===== src/rtl/timer_sched_pkg.sv =====
// Shared state encoding and default sizing for the timer scheduler.
package timer_sched_pkg;

  localparam int unsigned NREQ_DEF = 4;
  localparam int unsigned W_DEF    = 8;

  typedef enum logic [1:0] {
    IDLE = 2'd0,
    RUN  = 2'd1,
    FIN  = 2'd2
  } sched_state_t;

endpackage


===== src/rtl/rr_arbiter.sv =====
// Combinational requester selection for the timer scheduler.
// Build option TIMER_SCHED_FIXED_PRIO_EN: lowest index always wins, i_ptr ignored.
module rr_arbiter
  import timer_sched_pkg::*;
#(
  parameter int unsigned NREQ = NREQ_DEF,
  parameter int unsigned PW   = $clog2(NREQ)
)(
  input  logic [NREQ-1:0] i_req,
  input  logic [PW-1:0]   i_ptr,
  output logic [NREQ-1:0] o_gnt_c,
  output logic            o_valid_c
);

  assign o_valid_c = |i_req;

`ifdef TIMER_SCHED_FIXED_PRIO_EN
  logic w_unused_ptr;
  assign w_unused_ptr = ^i_ptr;

  always_comb begin
    o_gnt_c = '0;
    for (int unsigned i = 0; i < NREQ; i++) begin
      if (i_req[i] && (o_gnt_c == '0)) o_gnt_c[i] = 1'b1;
    end
  end
`else
  int unsigned w_idx;

  // Walk the requesters starting at i_ptr, wrapping at NREQ; first hit wins.
  always_comb begin
    o_gnt_c = '0;
    w_idx   = 0;
    for (int unsigned k = 0; k < NREQ; k++) begin
      w_idx = 32'(i_ptr) + k;
      if (w_idx >= NREQ) w_idx = w_idx - NREQ;
      if (i_req[PW'(w_idx)] && (o_gnt_c == '0)) o_gnt_c[PW'(w_idx)] = 1'b1;
    end
  end
`endif

endmodule


===== src/rtl/timer_scheduler.sv =====
// Shares one countdown timer between NREQ requesters, one timed grant at a time.
// Build option TIMER_SCHED_FIXED_PRIO_EN: fixed priority instead of round-robin.
module timer_scheduler
  import timer_sched_pkg::*;
#(
  parameter int unsigned NREQ = NREQ_DEF,
  parameter int unsigned W    = W_DEF
)(
  input  logic              CLK,
  input  logic              N_RESET,
  input  logic [NREQ-1:0]   REQ,
  input  logic [NREQ*W-1:0] DUR,
  input  logic              ABORT,
  output logic [NREQ-1:0]   GNT,
  output logic [NREQ-1:0]   DONE,
  output logic              BUSY
);

  localparam int unsigned PW = $clog2(NREQ);

  sched_state_t    r_state, w_state_nxt;
  logic [W-1:0]    r_count, w_count_nxt;
  logic [PW-1:0]   r_ptr, w_ptr_nxt;
  logic [NREQ-1:0] r_gnt, w_gnt_nxt;
  logic [NREQ-1:0] r_done, w_done_nxt;
  logic            r_busy, w_busy_nxt;

  logic [NREQ-1:0] w_arb_gnt;
  logic            w_arb_valid;
  logic [W-1:0]    w_win_dur;
  logic [W-1:0]    w_load;
  logic [PW-1:0]   w_ptr_adv;

  rr_arbiter #(
    .NREQ (NREQ),
    .PW   (PW)
  ) u_arb (
    .i_req     (REQ),
    .i_ptr     (r_ptr),
    .o_gnt_c   (w_arb_gnt),
    .o_valid_c (w_arb_valid)
  );

  // Winner's duration and the pointer position just past the winner.
  always_comb begin
    w_win_dur = '0;
    w_ptr_adv = '0;
    for (int unsigned i = 0; i < NREQ; i++) begin
      if (w_arb_gnt[i]) begin
        w_win_dur = DUR[i*W +: W];
`ifndef TIMER_SCHED_FIXED_PRIO_EN
        w_ptr_adv = (i == NREQ - 1) ? '0 : PW'(i + 1);
`endif
      end
    end
  end

  // A zero duration still runs for one cycle.
  assign w_load = (w_win_dur == '0) ? '0 : w_win_dur - W'(1);

  always_comb begin
    w_state_nxt = r_state;
    w_count_nxt = r_count;
    w_ptr_nxt   = r_ptr;
    w_gnt_nxt   = r_gnt;
    w_done_nxt  = '0;
    case (r_state)
      IDLE: begin
        if (w_arb_valid) begin
          w_count_nxt = w_load;
          w_gnt_nxt   = w_arb_gnt;
          w_ptr_nxt   = w_ptr_adv;
          w_state_nxt = RUN;
        end
      end
      RUN: begin
        if (ABORT) begin
          w_gnt_nxt   = '0;
          w_state_nxt = IDLE;
        end else if (r_count == '0) begin
          w_gnt_nxt   = '0;
          w_done_nxt  = r_gnt;
          w_state_nxt = FIN;
        end else begin
          w_count_nxt = r_count - W'(1);
        end
      end
      FIN: begin
        w_state_nxt = IDLE;
      end
      default: begin
        w_gnt_nxt   = '0;
        w_state_nxt = IDLE;
      end
    endcase
    w_busy_nxt = (w_state_nxt != IDLE);
  end

  always_ff @(posedge CLK or negedge N_RESET) begin
    if (!N_RESET) begin
      r_state <= IDLE;
      r_count <= '0;
      r_ptr   <= '0;
      r_gnt   <= '0;
      r_done  <= '0;
      r_busy  <= 1'b0;
    end else begin
      r_state <= w_state_nxt;
      r_count <= w_count_nxt;
      r_ptr   <= w_ptr_nxt;
      r_gnt   <= w_gnt_nxt;
      r_done  <= w_done_nxt;
      r_busy  <= w_busy_nxt;
    end
  end

  assign GNT  = r_gnt;
  assign DONE = r_done;
  assign BUSY = r_busy;

endmodule


===== config.mk =====
export PLATFORM = sky130hd
export DESIGN_NAME = timer_scheduler
export DESIGN_NICKNAME = d
export VERILOG_FILES = /design/src/rtl/timer_sched_pkg.sv /design/src/rtl/rr_arbiter.sv /design/src/rtl/timer_scheduler.sv
export SDC_FILE = /design/constraint.sdc
export NUM_CORES = 1
export LEC_CHECK = 0
export ABC_AREA = 1
export CORE_MARGIN = 2
export CORE_UTILIZATION = 43
export DETAILED_ROUTE_END_ITERATION = 6
export DONT_BUFFER_PORTS = 1
export GPL_TIMING_DRIVEN = 0
export PLACE_DENSITY = 0.65
export SYNTH_ARGS = -nofsm -noshare
export SYNTH_HDL_FRONTEND = slang
export SYNTH_SLANG_ARGS = --single-unit
export TNS_END_PERCENT = 20

===== constraint.sdc =====
create_clock -name CLK -period 9.1 [get_ports CLK]
set_input_delay 2.275 -clock CLK [delete_from_list [all_inputs] [get_ports CLK]]
set_output_delay 2.275 -clock CLK [all_outputs]
set_load 0.02 [all_outputs]

==> run summary, run 1 <==
Status: finished clean
Number of synthesized register bits: 21
Post-route fraction of the period consumed by the critical path: 52.3%
Count of buffers added by post-CTS timing repair for setup: 0
DP HPWL: 3.54 mm
RSZ-0062 raised after global routing: no
Placement Rows: 24
Top Ports: 48
Via-to-Cell Ratio: 5.13
Initial antenna violation count: 0
Commonest non-fill, non-tap cell in the layout: sky130_fd_sc_hd__nand2_1
Post-Layout Cell Count: 366
Register area: 526 sq um
Count of final setup violators: 0
Most used cells in the layout excluding fill and tap cells: 70 x sky130_fd_sc_hd__nand2_1, 46 x sky130_fd_sc_hd__nor2_1, 44 x sky130_fd_sc_hd__inv_1
Hold violation count in the final report: 0
Slowest stage cell on the critical path: sky130_fd_sc_hd__nor2_2
Area Overhead vs Synth: 5.59%
Cell occurring most often along the worst timing path: sky130_fd_sc_hd__nand2_1
Number of antenna cells inserted: 0
Number of fill cells: 458
Antenna violation net count after detailed routing: 0
Setup tns final: 0 ns
Overall die height: 72.1 um
Path class of the lowest-slack min-delay path: register to register
Yosys warning count: 0
Total area of multi-input combinational cells: 0.00126 sq mm
Number of port buffers: 0
Starting density of the core: 45.1%
Cell total after placement: 362
Largest incremental delay on the critical path: 0.20 ns
Clock network latency to the later pin of the worst-skew pair: 0.26 ns
Final max-slew violation count: 0
CP Max Fanout: 10
Clock Pin Slew Worst Setup and Hold Paths: 0.07 ns
Signal arrival time at the worst endpoint: 4.94 ns
Layout cell share with drive strength beyond 1: 13.4%
First-pass iteration count of the detailed router: 6
CTS sink count: 21
R2R Setup Slk: 5.48 ns
Number of clock buffers inserted by TritonCTS: 3
Slack of the critical path: 4.34 ns
Number of distinct standard cells referenced by the synthesized netlist: 31
Post-cts repair resize count: 0
Iteration-0 DRC count of the detailed router: 102
Drc violations: 0
Core footprint: 0.00441 sq mm
Setup clock skew after layout: 0.00280 ns
Fmax: 210 MHz
Post-Syn Area: 0.00199 sq mm
Worst path required time: 9.29 ns
Global-route wire length before repair: 7.71 mm
Critical path class: input pin to register
H-Tree Level Count: 1
Slew of the pin with the lowest slew margin: 0.589 ns
Kind of end point of the critical path: register
Chip width: 72.1 um
Final weighted congestion in routability-driven placement: 0.869
Minimum clock period after layout: 4.76 ns
Average wire length per cell after detail routing: 11.9 um
Aggregate routed wire length: 4.34 mm
CTS tree: done
Post-layout net count: 365
Maximum root-to-sink buffer count: 2
Total Routing Usage GR: 18.2%
Vias in the first global route: 1778
Area of the die: 0.00519 sq mm
CP startpoint kind: input pin
Worst slew margin relative to its limit: 60.6%
Max-capacitance violation count: 0
Setup slack after placement: 4.09 ns
Clock Root Buffer: sky130_fd_sc_hd__clkbuf_8
Syn Area/Cell: 6.43 sq um
Largest net degree at the start of global routing: 22
Share of the yosys chip area belonging to registers: 26.4%
Total via count after detailed routing: 1877
Total gr overflow: 0
CTS Hold Buffers Added: 0
Number of instances in the synthesized netlist: 310
Net count after synthesis: 360
-- synthesized netlist by cell type, drive strengths merged --
library cell	number	area (sq um)
dfrtp	21	526
a21oi	24	150
o21a	1	7.51
inv	48	183
xnor2	1	8.76
a31o	1	8.76
nor2	54	233
a21boi	2	22.5
clkinv	1	3.75
o31ai	1	12.5
ha	11	138
buf	2	22.5
or2	1	6.26
nor3	4	20.0
nand3	38	200
a22oi	2	15.0
xor2	1	8.76
nand2	83	349
o22ai	5	31.3
a31oi	1	6.26
o21ai	8	40.0
-- cells by family (layout without fill, tap and decap cells) --
family | count (synthesis) | after routing | share of synthesized area, %
xor+xnor | 2 | 2 | 0.880
buf+inv | 51 | 55 | 10.5
fa+ha+maj | 11 | 11 | 6.91
flops | 21 | 21 | 26.4
compound gates | 45 | 45 | 14.8
simple gates | 180 | 180 | 40.6
-- registers in the layout, indices dropped and copies added, names as in the netlist --
name	cells
r_state	2
DONE	4
r_count	8
BUSY	1
r_ptr	2
GNT	4
-- worst max-delay path: cells and delay by family --
family / cells / cell delay, ns
simple gates: 21 / 1.99
compound gates: 1 / 0.14
buf+inv: 5 / 0.41
fa+ha+maj: 1 / 0.15
-- worst paths after layout --
path | cells past startpoint | endpoint | startpoint
max reg2reg | 29 | r_count[6] | r_ptr[0]
max in group asynchronous | 0 | r_count[1] | N_RESET
min | 2 | r_count[4] | r_count[4]
min in group asynchronous | 0 | DONE[1] | N_RESET
max | 28 | r_count[6] | REQ[1]
min reg2reg | 2 | r_count[4] | r_count[4]
-- per-layer routing --
metal | up-vias | wire [um] | GRT usage (%)
li1 | 1001 | - | -
met5 | - | 0 | 0
met1 | 842 | 1960 | 22.7
met2 | 32 | 2120 | 32.5
met3 | 2 | 242 | 4.17
met4 | 0 | 16 | 2.94
-- per-stage QoR --
| stage | hold WS (ns) | cell area [sq um] | util [%] |
|---|---|---|---|
| final | 0.585 | 2100 | 47.6 |
| after global routing | 0.636 | 2100 | 47.6 |
| after CTS | 0.590 | 2100 | 47.6 |
| after detailed placement | 0.572 | 2060 | 46.6 |
| after global placement | 0.562 | 2060 | 46.6 |
| after floorplan | 0.535 | 1990 | - |
-- layout make-up --
| type | instances | share of cell area (%) |
|---|---|---|
| multi-input cells | 238 | 59.8 |
| flip-flops and latches | 21 | 25.0 |
| inverters | 49 | 8.86 |
| well taps | 52 | 3.09 |
| clock buffers | 3 | 1.96 |
| plain buffers | 2 | 1.07 |
| clock inverters | 1 | 0.238 |
Power of run 1 is left out: the tool's default activity adds up to more than one toggle a clock period on the data nets, which glitch-free logic cannot reach.
==> run 2: changes to the inputs <==
Settings changed: PLACE_DENSITY 0.65 to 0.67.
Clock period 9.1 ns to 4 ns, I/O delays scaled along.
==> run 2 against run 1 <==
  * Sequential share of layout area hardly changed
  * Highest routed layer unchanged
  * Sequential cell count is the same
  * Wire length rose by 2.5%
  * Final cell count did not move
  * Critical path depth decreased by 4
  * Worst hold slack got worse by 0.17 ns
  * Critical path type is now register to register
  * Clock skew increased by 0.0014 ns
  * Via count did not move
  * Utilization about the same
  * Critical endpoint unchanged
  * First-iteration DRC count fell by 28%
  * Worst setup slack got worse by 3.8 ns
==> run summary, run 2 (synthesized netlist as in run 1, its figures left out) <==
Worst path required time: 4.20 ns (-5.09 ns)
Drc violations: 0 (unchanged)
Largest incremental delay on the critical path: 0.45 ns (+0.25 ns)
Total area of multi-input combinational cells: 0.00126 sq mm (unchanged)
Count of buffers added by post-CTS timing repair for setup: 0 (unchanged)
First-pass iteration count of the detailed router: 4 (-2)
Most Crowded Layer GR: met2
Cell breakdown of the critical path: inv_2 > ha_1 > o31ai_2 > nand3_1 > nand2_1 > nor2_1 > nand3_1 > nand3_1 > nor2_2 > nand3_2 > nand2_4 > inv_4 > nand3_1 > nand2_1 > nand2_1 > nand2_1 > inv_1 > ha_1 > inv_1 > nor2_2 > nand2_1 > nand2_1 > nand3_1 > a21oi_1
Overall die height: 72.1 um (unchanged)
Starting density of the core: 45.1% (unchanged)
Post-layout net count: 365 (unchanged)
Average wire length per cell after detail routing: 12.2 um (+2.5%)
Worst slew margin relative to its limit: 59.8% (-0.75 points)
Final weighted congestion in routability-driven placement: 0.880 (+1.3%)
Hold violation count in the final report: 0 (unchanged)
Total gr overflow: 0 (unchanged)
Number of fill cells: 473 (+3.3%)
Number of port buffers: 0 (unchanged)
Path class of the lowest-slack min-delay path: input pin to asynchronous set/reset pin
Commonest non-fill, non-tap cell in the layout: sky130_fd_sc_hd__nand2_1
Vias in the first global route: 1859 (+4.6%)
Cell occurring most often along the worst timing path: sky130_fd_sc_hd__nand2_1
Antenna violation net count after detailed routing: 0 (unchanged)
Kind of end point of the critical path: register
Layout cell share with drive strength beyond 1: 14.0% (+0.64 points)
CP startpoint kind: register
Count of final setup violators: 0 (unchanged)
Slew of the pin with the lowest slew margin: 0.600 ns (+0.0112 ns)
Chip width: 72.1 um (unchanged)
CTS tree: done
Global-route track usage on met1: 23.7% (+0.99 points)
GR Util met3: 3.47% (-0.69 points)
Top Ports: 48 (unchanged)
Global routing met2 resource utilization: 33.9% (+1.4 points)
Critical path class: register to register
Layout Cell Area excl Fill: 0.00210 sq mm (about the same)
Signal arrival time at the worst endpoint: 3.68 ns (-1.26 ns)
Largest register by flop count: r_count
Clock Pin Slew Worst Setup and Hold Paths: 0.08 ns (about the same)
H-Tree Level Count: 1 (unchanged)
Aggregate routed wire length: 4.45 mm (+2.5%)
Core footprint: 0.00441 sq mm (unchanged)
Slowest stage cell on the critical path: sky130_fd_sc_hd__dfrtp_2
Global-route wire length before repair: 8.04 mm (+4.2%)
RSZ-0062 raised after global routing: no
CP Max Fanout: 10 (unchanged)
Maximum root-to-sink buffer count: 2 (unchanged)
Setup clock skew after layout: 0.00424 ns (+0.00144 ns)
Area Overhead vs Synth: 5.65% (about the same)
Number of antenna cells inserted: 0 (unchanged)
Flip-flop count of the largest register after layout: 8 (unchanged)
Minimum clock period after layout: 3.49 ns
Total via count after detailed routing: 1877 (unchanged)
Top Family by Delay on Critical Path: simple AND/OR/NAND/NOR gates
Placement Rows: 24 (unchanged)
Register area: 527 sq um (+0.24%)
Max-capacitance violation count: 0 (unchanged)
Standard cell area after detailed placement: 0.00206 sq mm (unchanged)
Largest net degree at the start of global routing: 22 (unchanged)
Setup tns final: 0 ns (unchanged)
Initial antenna violation count: 0 (unchanged)
Clock network latency to the later pin of the worst-skew pair: 0.27 ns (about the same)
CTS sink count: 21 (unchanged)
Most used cells in the layout excluding fill and tap cells: 70 x sky130_fd_sc_hd__nand2_1, 46 x sky130_fd_sc_hd__nor2_1, 43 x sky130_fd_sc_hd__inv_1
Final max-slew violation count: 0 (unchanged)
Post-route fraction of the period consumed by the critical path: 87.1%
Clock Root Buffer: sky130_fd_sc_hd__clkbuf_8
Via-to-Cell Ratio: 5.13 (unchanged)
Number of clock buffers inserted by TritonCTS: 3 (unchanged)
DP HPWL: 3.59 mm (+1.3%)
Total Routing Usage GR: 19.3% (+1.1 points)
Status: finished clean
Area of the die: 0.00519 sq mm (unchanged)
Iteration-0 DRC count of the detailed router: 73 (-28%)
Number of buffer and inverter stages on the critical path: 4 (-1)
Fmax: 287 MHz
## run 2: changes by cell type in the layout (fill, tap and decap cells not counted)
cell / previous run / this run
sky130_fd_sc_hd__dfrtp_2: 0 / 1
sky130_fd_sc_hd__dfrtp_1: 21 / 20
sky130_fd_sc_hd__inv_1: 44 / 43
sky130_fd_sc_hd__inv_2: 3 / 4
## run 2: stage by stage
step                hold WS, ns  cells  utilization [%]  worst slack, ns
finish                    0.418    366             47.7            0.514
floorplan                 0.535    310                -            0.647
CTS                       0.409    366             47.6            0.399
global route              0.399    366             47.7           0.0735
global placement          0.559    362             46.6            0.284
detailed placement        0.572    362             46.6            0.245
## run 2: final cells by class
| class | instances | share of cell area (%) |
|---|---|---|
| clock inverters | 1 | 0.238 |
| flip-flops and latches | 21 | 25.0 |
| inverters | 49 | 8.86 |
| plain buffers | 2 | 1.07 |
| well taps | 52 | 3.09 |
| clock buffers | 3 | 1.96 |
| multi-input cells | 238 | 59.8 |
## run 2: path summary, 6_finish.rpt
check	from	end	slack, ns	cells past startpoint
max reg2reg	r_ptr[0]	r_count[6]	0.51	24
max in group asynchronous	N_RESET	r_ptr[0]	3.50	0
min in group CLK	r_count[7]	r_count[7]	0.58	2
max	r_ptr[0]	r_count[6]	0.51	24
min reg2reg	r_count[7]	r_count[7]	0.58	2
min	N_RESET	r_count[6]	0.42	0
## run 2: routing by layer
metal,routed length [um],up-vias
met5,0,-
li1,-,997
met1,2040,845
met4,51,0
met2,2200,30
met3,158,5
## run 2: repair_timing
action	in CTS	in global routing
setup endpoints to repair	0	1
gates resized for setup	0	2
hold buffers	0	0
Power of run 2 is left out for the same reason.
==> run 3: changes to the inputs <==
Settings changed: CORE_UTILIZATION 43 to 30, PLACE_DENSITY 0.67 to 0.52.
==> run 3 against run 2 <==
  * Utilization decreased by 14 points
  * Maximum frequency is 1.2% lower
  * Sequential share of layout area decreased by 0.42 points
  * Wire length grew 9.2%
  * Final cell count rose by 6.8%
  * Die area is 41% higher
  * Worst hold slack improved by 0.00059 ns
  * Global-route usage is 5.7 points lower
  * Critical path depth grew 1
==> run summary, run 3 (synthesized netlist as in run 1, its figures left out) <==
Status: finished clean
Drc violations: 0 (unchanged)
Max-capacitance violation count: 0 (unchanged)
Count of final setup violators: 0 (unchanged)
Antenna violation net count after detailed routing: 0 (unchanged)
CP Max Fanout: 10 (unchanged)
Path class of the lowest-slack min-delay path: input pin to asynchronous set/reset pin
Fmax: 283 MHz (-1.2%)
Total via count after detailed routing: 1885 (+0.43%)
Signal arrival time at the worst endpoint: 3.69 ns (about the same)
Setup tns final: 0 ns (unchanged)
Worst path required time: 4.16 ns (-0.04 ns)
Clock Pin Slew Worst Setup and Hold Paths: 0.08 ns (about the same)
First-pass iteration count of the detailed router: 4 (unchanged)
Core footprint: 0.00639 sq mm (+45%)
Placement Rows: 29 (+21%)
Aggregate routed wire length: 4.86 mm (+9.2%)
Met3 Wirelength: 244 um (+54%)
Iteration-0 DRC count of the detailed router: 74 (+1.4%)
Area of the die: 0.00731 sq mm (+41%)
Via-to-Cell Ratio: 4.82 (-6.0%)
Number of port buffers: 0 (unchanged)
Clock network latency to the later pin of the worst-skew pair: 0.26 ns (about the same)
Starting density of the core: 31.2% (-14 points)
Number of clock buffers inserted by TritonCTS: 3 (unchanged)
Number of antenna cells inserted: 0 (unchanged)
Layout cell share with drive strength beyond 1: 14.0% (unchanged)
Count of buffers added by post-CTS timing repair for setup: 0 (unchanged)
Chip width: 85.5 um (+19%)
Setup clock skew after layout: 0.00620 ns (+0.00196 ns)
Kind of end point of the critical path: register
Total gr overflow: 0 (unchanged)
Critical path class: register to register
Total Routing Usage GR: 13.6% (-5.7 points)
Top Ports: 48 (unchanged)
Standard cell area after detailed placement: 0.00209 sq mm (+1.5%)
Post-route fraction of the period consumed by the critical path: 88.2% (+1.1 points)
Final weighted congestion in routability-driven placement: 0.776 (-12%)
Overall die height: 85.5 um (+19%)
Max Used Layer: met4
Most used cells in the layout excluding fill and tap cells: 70 x sky130_fd_sc_hd__nand2_1, 46 x sky130_fd_sc_hd__nor2_1, 43 x sky130_fd_sc_hd__inv_1
Initial antenna violation count: 0 (unchanged)
Routed metal-1 wire length: 2.25 mm (+10%)
CTS tree: done
Met2 wire len: 2.34 mm (+6.2%)
H-Tree Level Count: 1 (unchanged)
DP HPWL: 3.90 mm (+8.5%)
Final max-slew violation count: 0 (unchanged)
Post-layout net count: 365 (unchanged)
Maximum root-to-sink buffer count: 2 (unchanged)
Largest register by flop count: r_count
Vias in the first global route: 1768 (-4.9%)
Average wire length per cell after detail routing: 12.4 um (+2.2%)
Slew of the pin with the lowest slew margin: 0.602 ns (+0.00213 ns)
Commonest non-fill, non-tap cell in the layout: sky130_fd_sc_hd__nand2_1
Largest net degree at the start of global routing: 22 (unchanged)
RSZ-0062 raised after global routing: no
Clock Root Buffer: sky130_fd_sc_hd__clkbuf_8
Flip-flop count of the largest register after layout: 8 (unchanged)
CTS sink count: 21 (unchanged)
Global-route wire length before repair: 8.11 mm (+0.95%)
Minimum clock period after layout: 3.53 ns (+0.0430 ns)
CP startpoint kind: register
Layout Cell Area excl Fill: 0.00214 sq mm (+1.7%)
Area Overhead vs Synth: 7.47%
Worst slew margin relative to its limit: 59.7% (-0.14 points)
Hold violation count in the final report: 0 (unchanged)
run 3: stage by stage:
stage               setup WS (ns)  hold WS, ns  instances  utilization (%)
finish                      0.471        0.419        391             33.5
global route               0.0369        0.395        391             33.5
CTS                         0.328        0.406        391             33.4
detailed placement          0.197        0.571        387             32.7
global placement            0.209        0.563        387             32.7
floorplan                   0.647        0.535        310                -
run 3: metal layers:
| metal | up-vias | GRT usage (%) |
|---|---|---|
| met5 | - | 0 |
| met4 | 0 | 2.74 |
| met3 | 4 | 2.04 |
| met2 | 50 | 23.4 |
| met1 | 836 | 18.1 |
| li1 | 995 | - |
run 3: final cells by class:
type / instances / area, sq um
clock buffer: 3 / 41.3
buffer: 2 / 22.5
multi-input combinational: 238 / 1260
tap: 77 / 96.3
sequential: 21 / 527
clock inverter: 1 / 5.00
inverter: 49 / 186
fill: 701 / 4250
run 3: repair_timing:
item	4_1_cts	5_1_grt
setup endpoints to repair	0	7
resized for setup	0	3
hold buffers	0	0
run 3: critical path: stages, from the launching register on:
cell	delay [ns]
sky130_fd_sc_hd__dfrtp_2	0.47
sky130_fd_sc_hd__inv_2	0.19
sky130_fd_sc_hd__ha_1	0.28
sky130_fd_sc_hd__inv_1	0.09
sky130_fd_sc_hd__nand3_1	0.08
sky130_fd_sc_hd__nand2_1	0.06
sky130_fd_sc_hd__inv_1	0.03
sky130_fd_sc_hd__nand2_1	0.06
sky130_fd_sc_hd__inv_2	0.05
sky130_fd_sc_hd__nand3_1	0.07
sky130_fd_sc_hd__nand2_2	0.08
sky130_fd_sc_hd__nor2_2	0.15
sky130_fd_sc_hd__nand3_1	0.09
sky130_fd_sc_hd__nand2_1	0.10
sky130_fd_sc_hd__nor2_2	0.07
sky130_fd_sc_hd__nand3_1	0.09
sky130_fd_sc_hd__nand2_2	0.08
sky130_fd_sc_hd__buf_6	0.15
sky130_fd_sc_hd__a21oi_1	0.11
sky130_fd_sc_hd__nand2_1	0.11
sky130_fd_sc_hd__a21boi_2	0.24
sky130_fd_sc_hd__ha_1	0.19
sky130_fd_sc_hd__nand3_1	0.09
sky130_fd_sc_hd__nor2_2	0.18
sky130_fd_sc_hd__nor3_1	0.10
sky130_fd_sc_hd__o21a_1	0.20
run 3: worst paths after layout:
path,startpoint,endpoint,slack (ns),cells after the start
setup reg to reg,r_ptr[0],r_count[1],0.47,25
min in group CLK,r_count[4],r_count[4],0.59,2
max in group asynchronous,N_RESET,r_ptr[0],3.50,0
hold reg to reg,r_count[4],r_count[4],0.59,2
setup / recovery,r_ptr[0],r_count[1],0.47,25
hold / removal,N_RESET,BUSY,0.42,0
Power of run 3 is left out for the same reason.
==> variant 1, RTL diff (flow settings as in run 1) <==
The option `TIMER_SCHED_FIXED_PRIO_EN` is turned on by a define.
--- a/src/rtl/rr_arbiter.sv
+++ b/src/rtl/rr_arbiter.sv
@@ -2,2 +2,4 @@
 // Build option TIMER_SCHED_FIXED_PRIO_EN: lowest index always wins, i_ptr ignored.
+`define TIMER_SCHED_FIXED_PRIO_EN
+
 module rr_arbiter
Check against the original RTL: not equivalent (a bounded check fails within 4 cycles, from zero or initial values and one cycle with N_RESET low).
==> variant 1 against run 1 <==
Sequential cell count fell by 2. Synthesized area down 27%. Count of clock-buffer cells in the layout unchanged. Final area shrank 26%. Routed wire length down 28%. Core utilization down 0.86 points. Setup slack better by 1200 ps. Hold slack worse by 45 ps. Global-route usage down 1.4 points. Critical path type unchanged. Critical endpoint is now r_count[4]. Largest cell class unchanged.
==> variant 1: results (changes against run 1) <==
[setup_path]
cpPeakStageDelay_ps=220  ; was 200 ps
cp_top_family=simple AND/OR/NAND/NOR gates  ; unchanged
crit_path_top_delay_cell=ha_1  ; was nor2_2
r2r-start=r_count[0]  ; was r_ptr[0]
startpoint=REQ[1]  ; unchanged
arrival_ps=3780  ; was 4940 ps

[route]
drt-pass1-iter-count=4  ; was 6
drt-initial-drc-count=63  ; was 102
met2WireLength_um=1440  ; was 2120 um
wl_met1_um=1510  ; was 1960 um
wl_met3_um=176  ; was 242 um
num_vias=1337  ; was 1877
totalWireLength_um=3140  ; was 4340 um
dr.max_layer_used=met4  ; unchanged

[min_path]
hp-start=r_count[1]  ; was r_count[4]
hp-class=reg2reg  ; unchanged

[layout]
diodes=0  ; unchanged
regMostFlops=r_count  ; unchanged
final_util_pct=46.8  ; was 47.6%
drive_gt1_share_pct=12.3  ; was 13.4%
largest_reg_flops=8  ; unchanged
n_fill_cell=360  ; was 458

[run_status]
status=completed  ; unchanged

[grt]
grt_pass1_wl_um=5380  ; was 7710 um
grt_max_degree=20  ; was 22
grt.total_usage_pct=16.8  ; was 18.2%
antenna_found_initial=0  ; unchanged
grt_pass1_vias=1203  ; was 1778

[clock_tree]
insertion_delay_ps=300  ; was 260 ps
post_cts_buffers=0  ; unchanged
cts_resized=0  ; unchanged
clkTransAtPathRegs_ps=110  ; was 70 ps
max-clock-path-buffers=2  ; unchanged
cts_buffers=3  ; unchanged
htreeDepth=1  ; unchanged
cts_root_buf=clkbuf_4  ; was clkbuf_8

[placed_design]
gp_congestion=0.813  ; was 0.869
dpl_cell_area_um2=1520  ; was 2060 um^2
dp_hpwl_um=2520  ; was 3540 um
io_buffers=0  ; unchanged

[power]
p_switching_uw=159
peakVddDrop_mv=0.0622
powerComb_uw=169
p_leak_nw=0.799
p_clk_uw=43.8

[synth]
ys_top_cells_by_count=nand2_1, inv_1, nand3_1, nor2_1, dfrtp_1  ; was nand2_1, nor2_1, inv_1
ys_seq_area_share_pct=32.5  ; was 26.4%
yosys.cell_types.count=24  ; was 31
synth_warnings=0  ; unchanged
synth_area_leaders=dfrtp_1, nand2_1, nand3_1, inv_1, nor2_1  ; was dfrtp_1, nand2_1, nand3_1, nor2_1, inv_1
synthesis.nets=257  ; was 360
synthArstFlopShare_pct=100  ; unchanged

[timing]
slew_headroom_pct=81.2  ; was 60.6%
finClkSkew_ps=1.36  ; was 2.80 ps

[variant 1: cell types whose count changed after synthesis, moves of 6 or more]
cell	change
inv_1	-8
a21oi_1	-10
nor2_1	-15
nand2_2	-11
nand2_1	-27
nand4_1	+6
ha_1	-9
[variant 1: area by class of cell]
type	count	share of cell area, %
flip-flops and latches	19	30.7
well taps	46	3.72
multi-input cells	156	51.9
plain buffers	4	2.67
clock buffers	3	1.45
inverters	37	9.13
clock inverters	1	0.485
[variant 1: worst paths after layout]
check,end,cells after the start,slack [ps]
worst max-delay path,r_count[4],11,5560
worst min-delay path,r_count[1],2,540
worst max register to register,r_count[6],9,7320
worst min register to register,r_count[1],2,540
max in group asynchronous,r_state[0],0,7380
min in group asynchronous,r_count[1],0,1650
[variant 1: through the flow]
| step | hold WS (ps) | instances | setup slack (ps) | total power [mW] |
|---|---|---|---|---|
| after floorplan | 495 | 216 | 5460 | 0.278 |
| after global placement | 509 | 262 | 5210 | 0.308 |
| after detailed placement | 517 | 262 | 5220 | 0.310 |
| after CTS | 545 | 266 | 5540 | 0.355 |
| after global routing | 586 | 266 | 5410 | 0.391 |
| final | 540 | 266 | 5560 | 0.353 |
[variant 1: layer usage]
metal	up-vias	track usage [%]
li1	697	-
met1	599	23.3
met2	39	27.0
met3	2	1.81
met4	0	6.67
met5	-	0
[variant 1: logic make-up (layout without fill, tap and decap cells)]
logic type,after synthesis,in the layout,share of synthesized area (%)
AND/OR/NAND/NOR,126,126,41.3
buffers and inverters,41,45,12.5
XOR/XNOR,4,4,2.40
AO/OA/AOI/OAI,24,24,9.59
adder cells (fa/ha/maj),2,2,1.71
flip-flops,19,19,32.5
[variant 1: tightest hold or removal path, stage by stage (launching register included)]
cell     delay, ps
dfrtp_1        360
nor2_1          50
a21oi_1        100
==> variant 2, RTL diff (config.mk and constraints of run 1) <==
Without the edit above. Re-encode `sched_state_t` (3 states) as one-hot, 3 bits wide.
--- a/src/rtl/timer_sched_pkg.sv
+++ b/src/rtl/timer_sched_pkg.sv
@@ -6,6 +6,6 @@
 
-  typedef enum logic [1:0] {
-    IDLE = 2'd0,
-    RUN  = 2'd1,
-    FIN  = 2'd2
+  typedef enum logic [2:0] {
+    IDLE = 3'b001,
+    RUN  = 3'b010,
+    FIN  = 3'b100
   } sched_state_t;
Behaviour: no difference found for any inputs over 10 cycles, from zero or initial values and one cycle with N_RESET low; not proved beyond that.
==> variant 2 against run 1 <==
Synthesized cell count is 4.8% higher. Clock skew up 0.54 ps. Sequential cell count is 1 higher. Synthesized area increased by 8.4%. Routed wire length rose by 6.1%. Global-route usage hardly changed. Critical path depth is the same. Count of clock-buffer cells in the layout is the same. Setup slack improved by 26 ps. Final area up 10%.
Power is not shown: default switching activity piles up to over one toggle a cycle in this logic, so the estimate is an artifact.
==> variant 2: results (changes against run 1) <==
[run_status]
status=completed  ; unchanged

[synth]
synth_area_leaders=dfrtp_1, nand2_1, inv_1, nor2_1, ha_1  ; was dfrtp_1, nand2_1, nand3_1, nor2_1, inv_1
ys_top_cells_by_count=nand2_1, inv_1, nor2_1  ; was nand2_1, nor2_1, inv_1
yosys.cell_types.count=37  ; was 31
synth.top_cell.area_share_pct=24.3  ; was 26.4%
synthesis.nets=375  ; was 360

[setup_path]
r2r-start=r_ptr[1]  ; was r_ptr[0]
rrSetupSlack_ps=5390  ; was 5480 ps
r2r-end=r_count[5]  ; was r_count[6]
arrival_ps=4880  ; was 4940 ps
ff2ff_path_depth=30  ; was 29

[grt]
grt_pass1_vias=1897  ; was 1778
grt.total_usage_pct=18.2  ; about the same
grt_max_degree=23  ; was 22
grt_pass1_wl_um=8080  ; was 7710 um

[min_path]
whs_endpoint=r_state[2]  ; was r_count[4]
hold_path_depth=1  ; was 2

[placed_design]
dp_hpwl_um=3690  ; was 3540 um
gp_congestion=0.804  ; was 0.869

[timing]
slew_headroom_pct=12.2  ; was 60.6%
timing.hold.ws_ps=555  ; was 585 ps
finClkSkew_ps=3.34  ; was 2.80 ps

[clock_tree]
post_cts_buffers=0  ; unchanged

[route]
wl_per_cell_um=11.6  ; was 11.9 um
num_vias=1996  ; was 1877

[layout]
drive_gt1_share_pct=17.0  ; was 13.4%

==> variant 2: cell types whose count changed after synthesis, sizes merged, moves of 4 or more <==
cell / before / now
inv: 48 / 53
nand4: 0 / 4
nand3: 38 / 33
a21oi: 24 / 18
nand2: 83 / 98
==> variant 2: layout make-up <==
| cell class | instances | area, um^2 |
|---|---|---|
| clock buffers | 3 | 41.3 |
| clock inverters | 1 | 30.0 |
| inverters | 54 | 205 |
| well taps | 67 | 83.8 |
| flip-flops and latches | 22 | 552 |
| plain buffers | 2 | 22.5 |
| fillers | 494 | 2470 |
| multi-input cells | 247 | 1380 |
==> variant 2: logic make-up after synthesis <==
group | synth area share, %
AOI/OAI and AO/OA | 11.1
adders and majority gates | 6.38
and+or+nand+nor | 45.2
buffers and inverters | 10.6
xor gates and xnor gates | 1.22
DFF | 25.6
==> variant 2: critical path: stages <==
cell and delay, ps:
inv_1 30, nand2_1 50, nand2_1 100, nand2_1 60, nand3_2 80, nand2_1 60
inv_2 70, nand3_1 60, nand2_1 130, nor2_1 70, nand3_1 90, nand3_2 100
nor2_4 170, nand4_1 120, nand2_2 170, buf_6 170, nor2_1 50, nand2_1 50
nand2_1 80, inv_2 80, ha_1 130, inv_1 40, nor2_2 100, nand2_2 90
nor2_8 150, nor2_8 60, nand3_1 140, a21oi_1 70
==> variant 2: metal layers <==
| metal | part of all wire [%] | global-route usage, % | vias to the layer above |
|---|---|---|---|
| li1 | - | - | 1034 |
| met1 | 45 | 22.4 | 914 |
| met2 | 49 | 32.6 | 46 |
| met3 | 5.6 | 4.02 | 2 |
| met4 | 0.41 | 3.57 | 0 |
| met5 | 0 | 0 | - |
==> variant 2: through the flow <==
step	cells	worst slack, ps
global route	396	3990
floorplan	325	4390
detailed placement	392	4080
finish	396	4370
CTS	396	4350
global placement	392	4090
